===== src/rtl/filter_pad_feeder.sv =====
// Source end of the filter pixel stream: wraps each raw frame in BW zero rows/columns plus
// FLUSH_ROWS trailing zero rows. Latency 1; pads never stall; image beats follow upstream valid.
module filter_pad_feeder #(
  parameter int WIDTH       = 1920,
  parameter int HEIGHT      = 1080,
  parameter int KERNEL_SIZE = 7,
  parameter int FLUSH_ROWS  = 1,
  parameter int DATA_W      = 24
) (
  input  logic              clk,
  input  logic              reset,
  input  logic              iStart,
  input  logic              iValid,
  input  logic [DATA_W-1:0] iData,
  output logic              oReady,
  output logic              oValid,
  output logic [DATA_W-1:0] oData,
  output logic              oBusy,
  output logic              oDone
);

  localparam int BW   = (KERNEL_SIZE - 1) / 2;
  localparam int RL   = WIDTH + 2 * BW;
  localparam int MAXR = (HEIGHT > BW) ? ((HEIGHT > FLUSH_ROWS) ? HEIGHT : FLUSH_ROWS)
                                      : ((BW > FLUSH_ROWS) ? BW : FLUSH_ROWS);
  localparam int CW   = $clog2(RL + 1);
  localparam int RW   = $clog2(MAXR + 1);

  localparam logic [CW-1:0] COL_RL_LAST = CW'(RL - 1);
  localparam logic [CW-1:0] COL_W_LAST  = CW'(WIDTH - 1);
  localparam logic [CW-1:0] COL_BW_LAST = CW'((BW > 0) ? BW - 1 : 0);
  localparam logic [RW-1:0] ROW_H_LAST  = RW'(HEIGHT - 1);
  localparam logic [RW-1:0] ROW_BW_LAST = RW'((BW > 0) ? BW - 1 : 0);
  localparam logic [RW-1:0] ROW_F_LAST  = RW'((FLUSH_ROWS > 0) ? FLUSH_ROWS - 1 : 0);

  typedef enum logic [3:0] {
    IDLE, TOP, ROW_L, ROW_P, ROW_R, BOT, FLUSH, TAIL, DONE
  } state_t;

  // Zero-count states are skipped by resolving the successor at elaboration time.
  localparam state_t ROW_START = (BW > 0) ? ROW_L : ROW_P;
  localparam state_t FIRST     = (BW > 0) ? TOP : ROW_START;
  localparam state_t AFTER_BOT = (FLUSH_ROWS > 0) ? FLUSH : TAIL;
  localparam state_t AFTER_IMG = (BW > 0) ? BOT : AFTER_BOT;

  state_t            state_q;
  logic [CW-1:0]     col_q;
  logic [RW-1:0]     row_q;
  logic              valid_q;
  logic [DATA_W-1:0] data_q;
  logic              done_q;

  logic pad_beat_d;
  logic img_beat_d;
  logic beat_d;

  always_comb begin
    pad_beat_d = 1'b0;
    case (state_q)
      TOP, ROW_L, ROW_R, BOT, FLUSH: pad_beat_d = 1'b1;
      default:                       pad_beat_d = 1'b0;
    endcase
    img_beat_d = (state_q == ROW_P) && iValid;
    beat_d     = pad_beat_d | img_beat_d;
  end

  always_ff @(posedge clk) begin
    if (reset) begin
      state_q <= IDLE;
      col_q   <= '0;
      row_q   <= '0;
      valid_q <= 1'b0;
      data_q  <= '0;
      done_q  <= 1'b0;
    end else begin
      valid_q <= beat_d;
      data_q  <= img_beat_d ? iData : '0;
      done_q  <= 1'b0;
      case (state_q)
        IDLE: if (iStart) state_q <= FIRST;
        TOP: begin
          if (col_q == COL_RL_LAST) begin
            col_q <= '0;
            if (row_q == ROW_BW_LAST) begin
              row_q   <= '0;
              state_q <= ROW_START;
            end else begin
              row_q <= row_q + 1'b1;
            end
          end else begin
            col_q <= col_q + 1'b1;
          end
        end
        ROW_L: begin
          if (col_q == COL_BW_LAST) begin
            col_q   <= '0;
            state_q <= ROW_P;
          end else begin
            col_q <= col_q + 1'b1;
          end
        end
        // Without side pads the image row counter has to advance here instead of in ROW_R.
        ROW_P: begin
          if (iValid) begin
            if (col_q == COL_W_LAST) begin
              col_q <= '0;
              if (BW > 0) begin
                state_q <= ROW_R;
              end else if (row_q == ROW_H_LAST) begin
                row_q   <= '0;
                state_q <= AFTER_IMG;
              end else begin
                row_q <= row_q + 1'b1;
              end
            end else begin
              col_q <= col_q + 1'b1;
            end
          end
        end
        ROW_R: begin
          if (col_q == COL_BW_LAST) begin
            col_q <= '0;
            if (row_q == ROW_H_LAST) begin
              row_q   <= '0;
              state_q <= AFTER_IMG;
            end else begin
              row_q   <= row_q + 1'b1;
              state_q <= ROW_L;
            end
          end else begin
            col_q <= col_q + 1'b1;
          end
        end
        BOT: begin
          if (col_q == COL_RL_LAST) begin
            col_q <= '0;
            if (row_q == ROW_BW_LAST) begin
              row_q   <= '0;
              state_q <= AFTER_BOT;
            end else begin
              row_q <= row_q + 1'b1;
            end
          end else begin
            col_q <= col_q + 1'b1;
          end
        end
        FLUSH: begin
          if (col_q == COL_RL_LAST) begin
            col_q <= '0;
            if (row_q == ROW_F_LAST) begin
              row_q   <= '0;
              state_q <= TAIL;
            end else begin
              row_q <= row_q + 1'b1;
            end
          end else begin
            col_q <= col_q + 1'b1;
          end
        end
        // TAIL is the cycle the final beat is visible; DONE follows it so oDone trails that beat.
        TAIL: begin
          state_q <= DONE;
          done_q  <= 1'b1;
        end
        DONE:    state_q <= IDLE;
        default: state_q <= IDLE;
      endcase
    end
  end

  assign oReady = (state_q == ROW_P);
  assign oBusy  = (state_q != IDLE);
  assign oValid = valid_q;
  assign oData  = data_q;
  assign oDone  = done_q;

endmodule


===== config.mk =====
export PLATFORM = sky130hd
export DESIGN_NAME = filter_pad_feeder
export DESIGN_NICKNAME = d
export VERILOG_FILES = /design/src/rtl/filter_pad_feeder.sv
export SDC_FILE = /design/constraint.sdc
export NUM_CORES = 1
export LEC_CHECK = 0
export BUFFER_PORTS_ARGS = -buffer_cell sky130_fd_sc_hd__buf_2
export CORE_ASPECT_RATIO = 1.75
export CORE_UTILIZATION = 40
export CTS_BUF_LIST = sky130_fd_sc_hd__clkbuf_8
export DETAILED_ROUTE_END_ITERATION = 7
export PLACE_DENSITY = 0.7
export SETUP_SLACK_MARGIN = 0.5
export SLEW_MARGIN = 20
export SYNTH_ARGS = -nofsm -noshare
export SYNTH_HDL_FRONTEND = slang
export SYNTH_SLANG_ARGS = --single-unit

===== constraint.sdc =====
create_clock -name clk -period 2.9 [get_ports clk]
set_input_delay 0 -clock clk [delete_from_list [all_inputs] [get_ports clk]]
set_output_delay 0 -clock clk [all_outputs]
set_load 0.02 [all_outputs]

==> reports/qor.csv <==
stage,metric,value,unit
timing,Setup Viol. Count Final,0,
global_routing,all-layer global routing usage,18.5,%
min_path,HP Class,in -> reg,
final_layout,area grow syn2layout,29.3,%
detailed_routing,Avg WL per Cell,12.5,um
min_path,min-delay src,reset,
timing,Max-slew headroom,59.9,%
synth,post-synthesis sequential area ratio,45.6,%
placement,routability cong.,0.853,
power,Leak,0.00126,uW
critical_path,Register-to-Register Path Depth,6,
detailed_routing,DRT iter0 DRCs,125,
timing,Slew @ Worst Pin,0.602,ns
synth,most numerous cell in the Yosys netlist,dfxtp_1,
global_routing,vias in the first global route,2002,
timing,fmax,441,MHz
synth,mapped cell area,2280,um2
clock_tree,CTS sink count,52,
synth,post-synth top area cell,dfxtp_1,
floorplanning,row count,36,
outcome,status,finished clean,
timing,Final Max Tran Viols,0,
floorplanning,core area,5540,um2
final_layout,final cell count without fillers,408,
critical_path,Arrival @ worst endpoint,2.50,ns
timing,final hold vios,0,
timing,worst clock skew,0.0107,ns
synth,post-synth top area share,45.6,%
flow_run,max_cap viols,0,
timing,hold_ws,0.0902,ns
clock_tree,clock latency on the worst-skew pair,0.31,ns
clock_tree,clk slew on worst S/H paths,0.10,ns
clock_tree,CTS tree,built,
critical_path,WS Path Type,reg -> reg,
synth,Post-synth EDFFs,0,
clock_tree,H-Tree Depth,2,
clock_tree,CTS max path bufs,2,
placement,placed cell count,376,
timing,unrepaired setup endpoints after global routing,false,
power,PD cells,571,nW/um2
floorplanning,Die W,59.1,um
detailed_routing,DR pass1 iterations,4,
synth,syn_area_per_cell,8.95,um2
critical_path,CP Max Fanout,8,
timing,setup TNS,0,ns
clock_tree,clock root cell,clkbuf_8,
critical_path,required time worst endpoint,3.13,ns
floorplanning,DIE HEIGHT,102,um
detailed_routing,DR vias/cell,5.00,
detailed_routing,total wire length,5120,um
floorplanning,Initial Util,41.2,%
detailed_routing,drt drc,0,
clock_tree,CTS Buf Count,5,
placement,port bufs,55,
detailed_routing,DRT antenna net count,0,
global_routing,antenna violations before repair,0,
critical_path,crit path from,col_q[2]$_SDFFE_PP0P_,
synth,Synth area leaders,"dfxtp_1, and2_1, nor2_1, xor2_1, ha_1",
placement,DP HPWL,3600,um
detailed_routing,routed via count,2039,
synth,Cell variety after synth,45,
power,Peak VDD IR,286,uV
global_routing,largest net degree at the start of global routing,25,
synth,Commonest cells post-synth,"dfxtp_1, and2_1, nor2_1",
synth,Yosys reg bits,52,
final_layout,n_diodes,0,
floorplanning,die footprint,6030,um2
critical_path,Startpoint Class,flop,
timing,Final period util,78.2,%
synth,Gate Count Post-Synth,255,
synth,top_reg_cell synth,dfxtp_1,
global_routing,gr ovfl total,0,
synth,asr flop ratio synth,0,%
synth,Synth Warn #,0,
timing,min Tclk post-route,2.27,ns
floorplanning,io pins,56,
min_path,Hold Path Stages,2,
synth,post-synth net total,289,
final_layout,share of post-route cells with drive strength above 1,24.1,%
critical_path,Crit. End Element,flop,
global_routing,first-pass GRT wire length,8410,um
critical_path,r2r startpoint,col_q[2]$_SDFFE_PP0P_,
final_layout,final net count,365,
power,total power,1690,uW
[state kept, by name (all words and copies together) (netlist names)]
signal,cells
oValid,1
oData,24
oDone,1
state_q,4
col_q,11
row_q,11
[routing by layer]
layer	up-vias	global-route usage, %	share of wire [%]
li1	1036	-	-
met4	0	11.2	2.7
met1	952	16.9	36
met2	40	35.8	58
met3	11	3.54	2.9
met5	-	0	0
[through the flow]
step,utilization (%),instance area [um2],setup WS (ns)
final,53.3,2950,0.632
after global placement,47.1,2610,0.619
after CTS,53.0,2940,0.567
after global routing,53.3,2950,0.503
after detailed placement,47.1,2610,0.573
after floorplan,-,2280,0.676
[worst max-delay path: stages, from the launching register on]
cell	delay [ns]
dfxtp_1	0.39
or4_4	0.55
nor2_1	0.12
a32o_1	0.30
nand2_2	0.15
or4b_1	0.53
a21oi_1	0.15
[power by group]
| group | leakage (uW) | switching [uW] | internal (uW) |
|---|---|---|---|
| clock | 0.0000445 | 245 | 172 |
| combinational | 0.000794 | 257 | 212 |
| sequential | 0.000421 | 53.7 | 746 |
[repair_timing]
action | CTS | global route
hold buffers | 24 | 0
hold endpoints to repair | 24 | 0
setup buffers | 0 | 0
endpoints found under the setup margin | 0 | 3
resized for setup | 0 | 6
[area by class of cell]
| cell class | instances | area [um2] |
|---|---|---|
| Sequential cell | 52 | 1040 |
| Fill cell | 530 | 2590 |
| Timing Repair Buffer | 80 | 523 |
| Clock buffer | 5 | 68.8 |
| Clock inverter | 3 | 21.3 |
| Inverter | 8 | 30.0 |
| Multi-Input combinational cell | 184 | 1170 |
| Tap cell | 76 | 95.1 |
[kinds of logic after synthesis]
group / after synthesis / share of synthesized area [%]
mux: 1 / 0.438
simple gates: 126 / 30.4
flops: 52 / 45.6
xor+xnor: 11 / 4.22
buf+inv: 19 / 3.62
compound gates: 40 / 12.4
fa+ha+maj: 6 / 3.29
[cell usage in the layout (no fill, tap or decap), types with 2 or more instances in the layout]
master and instances:
dlygate4sd3_1 24, or3b_2 2, nand4_1 6, nor2_1 24
clkbuf_8 5, a21oi_1 12, dfxtp_2 3, and3_1 4
nand2b_1 5, dfxtp_1 49, nand3_1 15, or3_1 5
and2_1 27, o21ai_0 6, ha_1 6, xnor2_1 2
a31o_2 2, nor3_1 8, a21o_1 2, buf_2 55
xor2_1 9, and4_1 2, a311oi_1 3, nand2_1 19
a31oi_1 3, inv_1 8
[final timing paths]
path / to / slack (ns)
worst min-delay path: state_q[0]$_SDFFE_PP0P_ / 0.09
worst max register to register: row_q[7]$_SDFFE_PP0P_ / 0.63
worst max-delay path: row_q[7]$_SDFFE_PP0P_ / 0.63
worst min register to register: row_q[0]$_SDFFE_PP0P_ / 0.48
(Power assumes the default switching activity.)
